`config.mk`:
```
export PLATFORM = sky130hd
export DESIGN_NAME = lcd_bus_arbiter
export DESIGN_NICKNAME = d
export VERILOG_FILES = /design/src/rtl/lcd_bus_arbiter.sv
export SDC_FILE = /design/constraint.sdc
export NUM_CORES = 1
export LEC_CHECK = 0
export CAP_MARGIN = 20
export CORE_UTILIZATION = 28
export DETAILED_ROUTE_END_ITERATION = 6
export GPL_TIMING_DRIVEN = 0
export SYNTH_ARGS = -nofsm -noshare
export SYNTH_HDL_FRONTEND = slang
export SYNTH_SLANG_ARGS = --single-unit
```
`constraint.sdc`:
```
create_clock -name clk -period 3.3 [get_ports clk]
set_input_delay 0.495 -clock clk [delete_from_list [all_inputs] [get_ports clk]]
set_output_delay 0.495 -clock clk [all_outputs]
set_load 0.02 [all_outputs]
```
`src/rtl/lcd_bus_arbiter.sv`:
```
// Two-requester arbiter for an HD44780-style LCD write bus.
// A round-robin grant latches one byte, which is then played out as a
// setup / enable-pulse / hold sequence followed by the controller's
// execution wait. A clear or home command gets the long wait. Every
// other command or data byte gets the short wait.
module lcd_bus_arbiter #(
    parameter int T_SU    = 2,
    parameter int T_EN    = 12,
    parameter int T_HOLD  = 2,
    parameter int T_SHORT = 2000,
    parameter int T_LONG  = 82000
) (
    input  logic       clk,
    input  logic       rst_n,
    input  logic       req0,
    input  logic       req1,
    input  logic       rs0,
    input  logic       rs1,
    input  logic [7:0] dat0,
    input  logic [7:0] dat1,
    output logic       ack0,
    output logic       ack1,
    output logic       rs,
    output logic       rw,
    output logic       en,
    output logic [7:0] dat,
    output logic       busy
);

    localparam int T_MAX = (T_LONG > T_SHORT) ? T_LONG : T_SHORT;
    localparam int CW    = $clog2(T_MAX + 1);

    typedef enum logic [2:0] {
        IDLE,
        SETUP,
        PULSE,
        HOLD,
        WAIT
    } state_e;

    state_e          state_q, state_d;
    logic [CW-1:0]   cnt_q, cnt_d;
    logic            rs_q, rs_d;
    logic [7:0]      dat_q, dat_d;
    logic            en_q, en_d;
    logic            busy_q, busy_d;
    logic            ack0_q, ack0_d;
    logic            ack1_q, ack1_d;
    logic            last_q, last_d;   // index of the requester granted last

    logic            gnt0, gnt1;
    logic            long_wait;

    // On contention, the requester that was not served last wins.
    assign gnt0 = req0 && (!req1 || last_q);
    assign gnt1 = req1 && (!req0 || !last_q);

    // Only clear-display (0x01) and return-home (0x02/0x03) commands need the long wait.
    assign long_wait = !rs_q && ((dat_q == 8'h01) || (dat_q == 8'h02) || (dat_q == 8'h03));

    // Next-state, counter reload and latch decisions for the transfer sequencer.
    always_comb begin
        // NOTE: every signal gets a default first, so no path can infer a latch.
        state_d = state_q;
        cnt_d   = cnt_q;
        rs_d    = rs_q;
        dat_d   = dat_q;
        last_d  = last_q;
        ack0_d  = 1'b0;
        ack1_d  = 1'b0;

        unique case (state_q)
            IDLE: begin
                if (gnt0) begin
                    rs_d    = rs0;
                    dat_d   = dat0;
                    ack0_d  = 1'b1;
                    last_d  = 1'b0;
                    state_d = SETUP;
                    cnt_d   = CW'(T_SU - 1);
                end else if (gnt1) begin
                    rs_d    = rs1;
                    dat_d   = dat1;
                    ack1_d  = 1'b1;
                    last_d  = 1'b1;
                    state_d = SETUP;
                    cnt_d   = CW'(T_SU - 1);
                end
            end
            SETUP: begin
                if (cnt_q == '0) begin
                    state_d = PULSE;
                    cnt_d   = CW'(T_EN - 1);
                end else begin
                    cnt_d = cnt_q - CW'(1);
                end
            end
            PULSE: begin
                if (cnt_q == '0) begin
                    state_d = HOLD;
                    cnt_d   = CW'(T_HOLD - 1);
                end else begin
                    cnt_d = cnt_q - CW'(1);
                end
            end
            HOLD: begin
                if (cnt_q == '0) begin
                    state_d = WAIT;
                    cnt_d   = long_wait ? CW'(T_LONG - 1) : CW'(T_SHORT - 1);
                end else begin
                    cnt_d = cnt_q - CW'(1);
                end
            end
            WAIT: begin
                if (cnt_q == '0) begin
                    state_d = IDLE;
                    cnt_d   = '0;
                end else begin
                    cnt_d = cnt_q - CW'(1);
                end
            end
            default: begin
                state_d = IDLE;
                cnt_d   = '0;
            end
        endcase
    end

    // Outputs are decoded from the next state so that en and busy come straight off flops.
    always_comb begin
        en_d   = (state_d == PULSE);
        busy_d = (state_d != IDLE);
    end

    // State and output registers. Reset aborts any transfer, and en drops at once.
    always_ff @(posedge clk or negedge rst_n) begin
        if (!rst_n) begin
            state_q <= IDLE;
            cnt_q   <= '0;
            rs_q    <= 1'b0;
            dat_q   <= 8'h00;
            en_q    <= 1'b0;
            busy_q  <= 1'b0;
            ack0_q  <= 1'b0;
            ack1_q  <= 1'b0;
            last_q  <= 1'b1;
        end else begin
            // NOTE: non-blocking assignments keep all flops updating from the same pre-edge values.
            state_q <= state_d;
            cnt_q   <= cnt_d;
            rs_q    <= rs_d;
            dat_q   <= dat_d;
            en_q    <= en_d;
            busy_q  <= busy_d;
            ack0_q  <= ack0_d;
            ack1_q  <= ack1_d;
            last_q  <= last_d;
        end
    end

    assign ack0 = ack0_q;
    assign ack1 = ack1_q;
    assign rs   = rs_q;
    assign rw   = 1'b0;
    assign en   = en_q;
    assign dat  = dat_q;
    assign busy = busy_q;

endmodule

```
Word level (Yosys, flattened, before mapping)
Cells that the tools add are included.

Output and inout port bits: 14. Bits in registers: 34. Bits of input ports: 22. Logic and storage cells: 61.

Equal/unequal tests: 9. Add/sub/neg operators: 1. Reduce and logical (&&, ||, !) cells: 16. Mux-type cells: 26.

Operator list (number): 2-to-1 mux 17 bit (7); case mux 17 bit (5 select lines) (1); 2-to-1 mux 3 bit (6); logical NOT 17 bit (1); subtractor 17 x 1 -> 17 bit (second input constant) (1); equality test 8 x 2 -> 1 bit (second input constant) (2); 2-to-1 mux 8 bit (2); case mux 3 bit (5 select lines) (1); equality test 3 x 2 -> 1 bit (second input constant) (3); 2-to-1 mux 1 bit (9); equality test 8 x 1 -> 1 bit (second input constant) (1); logical NOT 1 bit (4); logical OR 1 bit (4); equality test 3 x 1 -> 1 bit (second input constant) (1); equality test 3 bit (second input constant) (1); logical AND 1 bit (3); logical NOT 3 bit (1); != test 3 bit (second input constant) (1); nonzero test 3 bit (1); AND reduction 2 bit (1); nonzero test 2 bit (1).

Longest topological paths before layout
Depth after elaboration: 7. Depth in mapped cells: 8. Gate-level depth less buffers: 7.

Worst setup path before layout
OpenSTA, ideal clock, no wires.

Path kind: register to register. Start: reg cnt_q[0]. End: reg cnt_q[13]. Library setup time: 0.118 ns. Buffers on the path: 0. Clock period less this slack: 2.261 ns. Required time: 3.182 ns. Data arrival time: 2.143 ns. Slack: 1.039 ns. Stages on the path, launching flop included: 8. Cells stage by stage: dfrtp_1 inv_1 ha_1 or4b_2 nor4_1 nor2_1 a21o_1 a21o_1.

Word-level cells in the longest chain between the ends: 3. Elaborated cells between the ends (all ways): 7. Classes of those cells: add/sub: 1; mux: 5; reduce/logical: 1.

RTL lines: start, declared (RTL line 42) `logic [CW-1:0] cnt_q, cnt_d;`; start signal, assigned (RTL line 150) `cnt_q <= cnt_d;`; subtractor 17 x 1 -> 17 bit or logical NOT 17 bit (tied branches); 2-to-1 mux 17 bit (on tied branches); case mux 17 bit (5 select lines) (*) (RTL line 72) `unique case (state_q)`.

Mark *: on every way between the ends. The rest lies on a longest branch, timed or not. A chain may end at the register's enable or synchronous reset.

Worst setup path in the final report
Ends and elaborated chain as after synthesis.

==> run summary <==
The flow ran to the end, and the final reports show no timing, DRC or antenna violations. In this run, synthesis produced a sequential element count of 34. The classification of the worst setup path is register to register. The global-route usage over all layers is 14.8%.

The worst setup path is launched from a register. The tools report the register area share after synthesis as 41.5%. The total overflow left after global routing is 0. Once the clock tree was built, the resizer swapped 0 gates to a different size. Clock latency on the worst-skew pair, taken at its later pin, is 290 ps. No sink is reached through more buffers than the 2 on the longest clock path. The number of routed nets with antenna violations was 0; the via count of the first global-routing pass was 1872.

TritonCTS built the clock tree. Clock sink count: 34. The data arrival time of the critical path was 2810 ps. The largest stage delay on the critical path is 600 ps.

In this run the horizontal extent of the chip is 87.6 µm. Area added between synthesis and finish: 28.9%. The final route contains 1863 vias. Of the cells placed in the final design, the portion with a size suffix greater than 1 is 8.96%.

The number of antenna violations at the first check in global routing was 0. In the synthesized netlist the dominant register cell turns out to be sky130_fd_sc_hd__dfrtp_1. The mean instance size in the synthesized netlist works out to 9.08 µm².

Setup repair after global routing left no endpoint under its margin. The H-tree was split into 2 levels. The die span in y was 87.6 µm; the initial standard-cell utilization of the core was 29.5%.

Across the VDD grid, the largest voltage drop is 237 µV. The actual slew at the worst max-slew pin was 763 ps. The total DRC errors in the routed layout is 0. By area the synthesized netlist is led by sky130_fd_sc_hd__dfrtp_1 40%, sky130_fd_sc_hd__o21ai_0 6.8%, sky130_fd_sc_hd__mux2i_1 4.9%. The logs give 364 for the final instance count without filler cells and 0 for the number of max-slew violations in the final report.

The worst path uses 79.5% of the clock period. Headroom to the max-slew limit came out at 48.7%. The run gives 7670 µm² as the die area. The run gives 30 as the row count. The per-cell via count in the routed design is 5.12, and the antenna diode count is 0. Flop-to-flop setup slack: 680 ps. Weighted congestion at the end of routability-driven global placement: 0.829. The most area-hungry cell type in the Yosys netlist is sky130_fd_sc_hd__dfrtp_1. The worst register-to-register path ends at cnt_q[13]. After detailed routing, the average wire length per cell comes to 13.9 µm. The setup-violating endpoint count in the final report is 0, and the clock buffer count from CTS is 5.

The library cells used most frequently in the layout, excluding fill and tap cells, are 33 x sky130_fd_sc_hd__dfrtp_1, 33 x sky130_fd_sc_hd__clkdlybuf4s50_1, 28 x sky130_fd_sc_hd__o21ai_0, 23 x sky130_fd_sc_hd__nand2_1, 16 x sky130_fd_sc_hd__nor2_1. The final number of hold-violating endpoints was 0. For the final routed database, the setup TNS stands at 0 ps.

After the first detailed-routing iteration, the DRC count stood at 179. Clock-pin slew was measured on the worst setup and hold paths at 80 ps. The number of nets in the synthesized netlist is 250. The final layout contains routed wiring with a total length of 5060 µm.

Measured in cells, the most critical reg-to-reg path has a length of 7. The ratio of total power to cell area is 545 nW/µm², and the total core area is 6940 µm². The first global-routing pass estimated 8870 µm of wire.

Port buffering added 34 buffers. The sort of element at the end of the critical path was a register. In this run the worst path has a maximum fanout of 5. Among all stages on the critical path, the largest delay is contributed by sky130_fd_sc_hd__or4b_2.

The logs give 50 for the number of unique standard cell types used by synthesis and 381 MHz for the upper clock frequency limit. The critical path goes through inv_1, ha_1, or4b_2, nor4_1, nor2_1, a21o_1, a21o_1. The worst-case clock skew is 6.35 ps.

For this run, the detailed router's first-pass iteration total came to 4. The path class of the tightest hold or removal check is input port to async pin. In the synthesized netlist, the number of instances is 226.

The number of setup buffers added after CTS was 0; the required time of the worst setup path was 3480 ps. Counting tap cells, the placed design contains a total of 356 instances. In this run the cell area of the synthesized design comes to 2050 µm². The placed wire-length estimate after detailed placement came out at 3690 µm.

The cell that appears most often on the critical path is sky130_fd_sc_hd__a21o_1. The analysis attributes to cell leakage a power of 0.00108 µW. The count of warnings emitted by yosys was 0. Number of maximum-capacitance constraint violations: 0. Entering global routing, the biggest net connects 35 pins.

The tools report the total of hold buffers inserted after clock tree synthesis as 0. Clock tree synthesis selected as its root buffer the cell sky130_fd_sc_hd__clkbuf_8. The number of placed I/O pins was 36. The total number of nets in the final design is 291. Worst flop-to-flop path startpoint: cnt_q[0]. Of all flip-flops after synthesis, the portion carrying an async set or reset was 100%. The post-route minimum period was 2620 ps; the number of flops mapped to enable cells by yosys was 0.

The share of synthesized area in the top cell type comes to 40.2%.
-- registers in the layout, indices dropped and copies added, names as in the netlist --
| register | cells |
|---|---|
| cnt_q | 17 |
| dat | 8 |
| state_q | 3 |
| ack0 | 1 |
| ack1 | 1 |
| busy | 1 |
| en | 1 |
| last_q | 1 |
| rs | 1 |
-- synth_stat cells, types with 2 or more instances --
| library cell | instances |
|---|---|
| sky130_fd_sc_hd__mux2i_1 | 10 |
| sky130_fd_sc_hd__xor2_1 | 2 |
| sky130_fd_sc_hd__nand3_1 | 10 |
| sky130_fd_sc_hd__nor3_1 | 12 |
| sky130_fd_sc_hd__nand3b_1 | 3 |
| sky130_fd_sc_hd__a21o_1 | 4 |
| sky130_fd_sc_hd__o21ai_1 | 2 |
| sky130_fd_sc_hd__o311ai_0 | 2 |
| sky130_fd_sc_hd__o31ai_1 | 4 |
| sky130_fd_sc_hd__nor4_2 | 2 |
| sky130_fd_sc_hd__buf_6 | 4 |
| sky130_fd_sc_hd__o21ai_0 | 28 |
| sky130_fd_sc_hd__o211ai_1 | 2 |
| sky130_fd_sc_hd__inv_1 | 6 |
| sky130_fd_sc_hd__dfrtp_1 | 33 |
| sky130_fd_sc_hd__or4_1 | 4 |
| sky130_fd_sc_hd__ha_1 | 2 |
| sky130_fd_sc_hd__a21oi_1 | 6 |
| sky130_fd_sc_hd__or3_1 | 2 |
| sky130_fd_sc_hd__a211oi_1 | 11 |
| sky130_fd_sc_hd__nand2_1 | 23 |
| sky130_fd_sc_hd__nor2b_1 | 2 |
| sky130_fd_sc_hd__clkbuf_1 | 8 |
| sky130_fd_sc_hd__o41ai_1 | 2 |
| sky130_fd_sc_hd__nor4_1 | 2 |
| sky130_fd_sc_hd__nor2_1 | 16 |
-- power by group --
part	switching (µW)	leakage, µW	internal, µW
Combinational	221	0.000590	191
Clock	159	0.0000683	303
Sequential	76.6	0.000419	490
-- per-layer routing --
metal / up-vias / track usage (%) / part of all wire (%)
met2: 65 / 22.8 / 44
met3: 8 / 3.49 / 6.2
met5: - / 0 / 0
li1: 926 / - / -
met4: 0 / 5.96 / 1.8
met1: 864 / 19.9 / 48
-- worst max-delay path: cells and delay by family (launching register included) --
kind | cells | cell delay [ps]
simple gates | 3 | 1340
flops | 1 | 390
compound gates | 2 | 370
fa+ha+maj | 1 | 280
buf+inv | 1 | 150
-- cell families (layout without fill, tap and decap cells) --
group	after synthesis	count (layout)	share of synthesized area [%]
muxes	10	10	4.88
adders and majority gates	2	2	1.22
other	1	1	0.183
and+or+nand+nor	89	89	24.6
AOI/OAI and AO/OA	68	68	21.5
xor gates and xnor gates	2	2	0.854
buffers and inverters	20	62	5.30
DFF	34	34	41.5
-- layout make-up --
cell class / instances / area, µm²
clock inverter: 3 / 68.8
clock buffer: 5 / 68.8
multi-input combinational: 172 / 1090
timing repair buffer: 34 / 335
inverter: 6 / 22.5
buffer: 14 / 86.3
tap: 96 / 120
sequential: 34 / 852
fill: 719 / 4300
-- how the worst max path moves through the flow --
stage	startpoint	endpoint	slack (ps)	depth (start not counted)
6_report	cnt_q[0]	cnt_q[13]	680	7
5_1_grt	cnt_q[0]	cnt_q[16]	490	8
4_1_cts	cnt_q[0]	cnt_q[13]	730	7
3_5_place_dp	cnt_q[0]	cnt_q[13]	740	7
3_3_place_gp	cnt_q[0]	cnt_q[13]	700	7
2_1_floorplan	cnt_q[0]	cnt_q[13]	1040	7
-- stage by stage --
| stage | instance area [µm²] | hold slack [ps] | setup slack, ps | utilization, % | power, µW |
|---|---|---|---|---|---|
| 4_1_cts | 2650 | 305 | 731 | 38.1 | 1450 |
| 5_1_grt | 2650 | 333 | 492 | 38.1 | 1520 |
| 3_3_place_gp | 2510 | 454 | 704 | 36.2 | 977 |
| 6_report | 2650 | 266 | 675 | 38.1 | 1440 |
| 2_1_floorplan | 2050 | 199 | 1040 | - | 857 |
| 3_5_place_dp | 2510 | 460 | 739 | 36.1 | 979 |
Power figures use the tool's default switching activity.
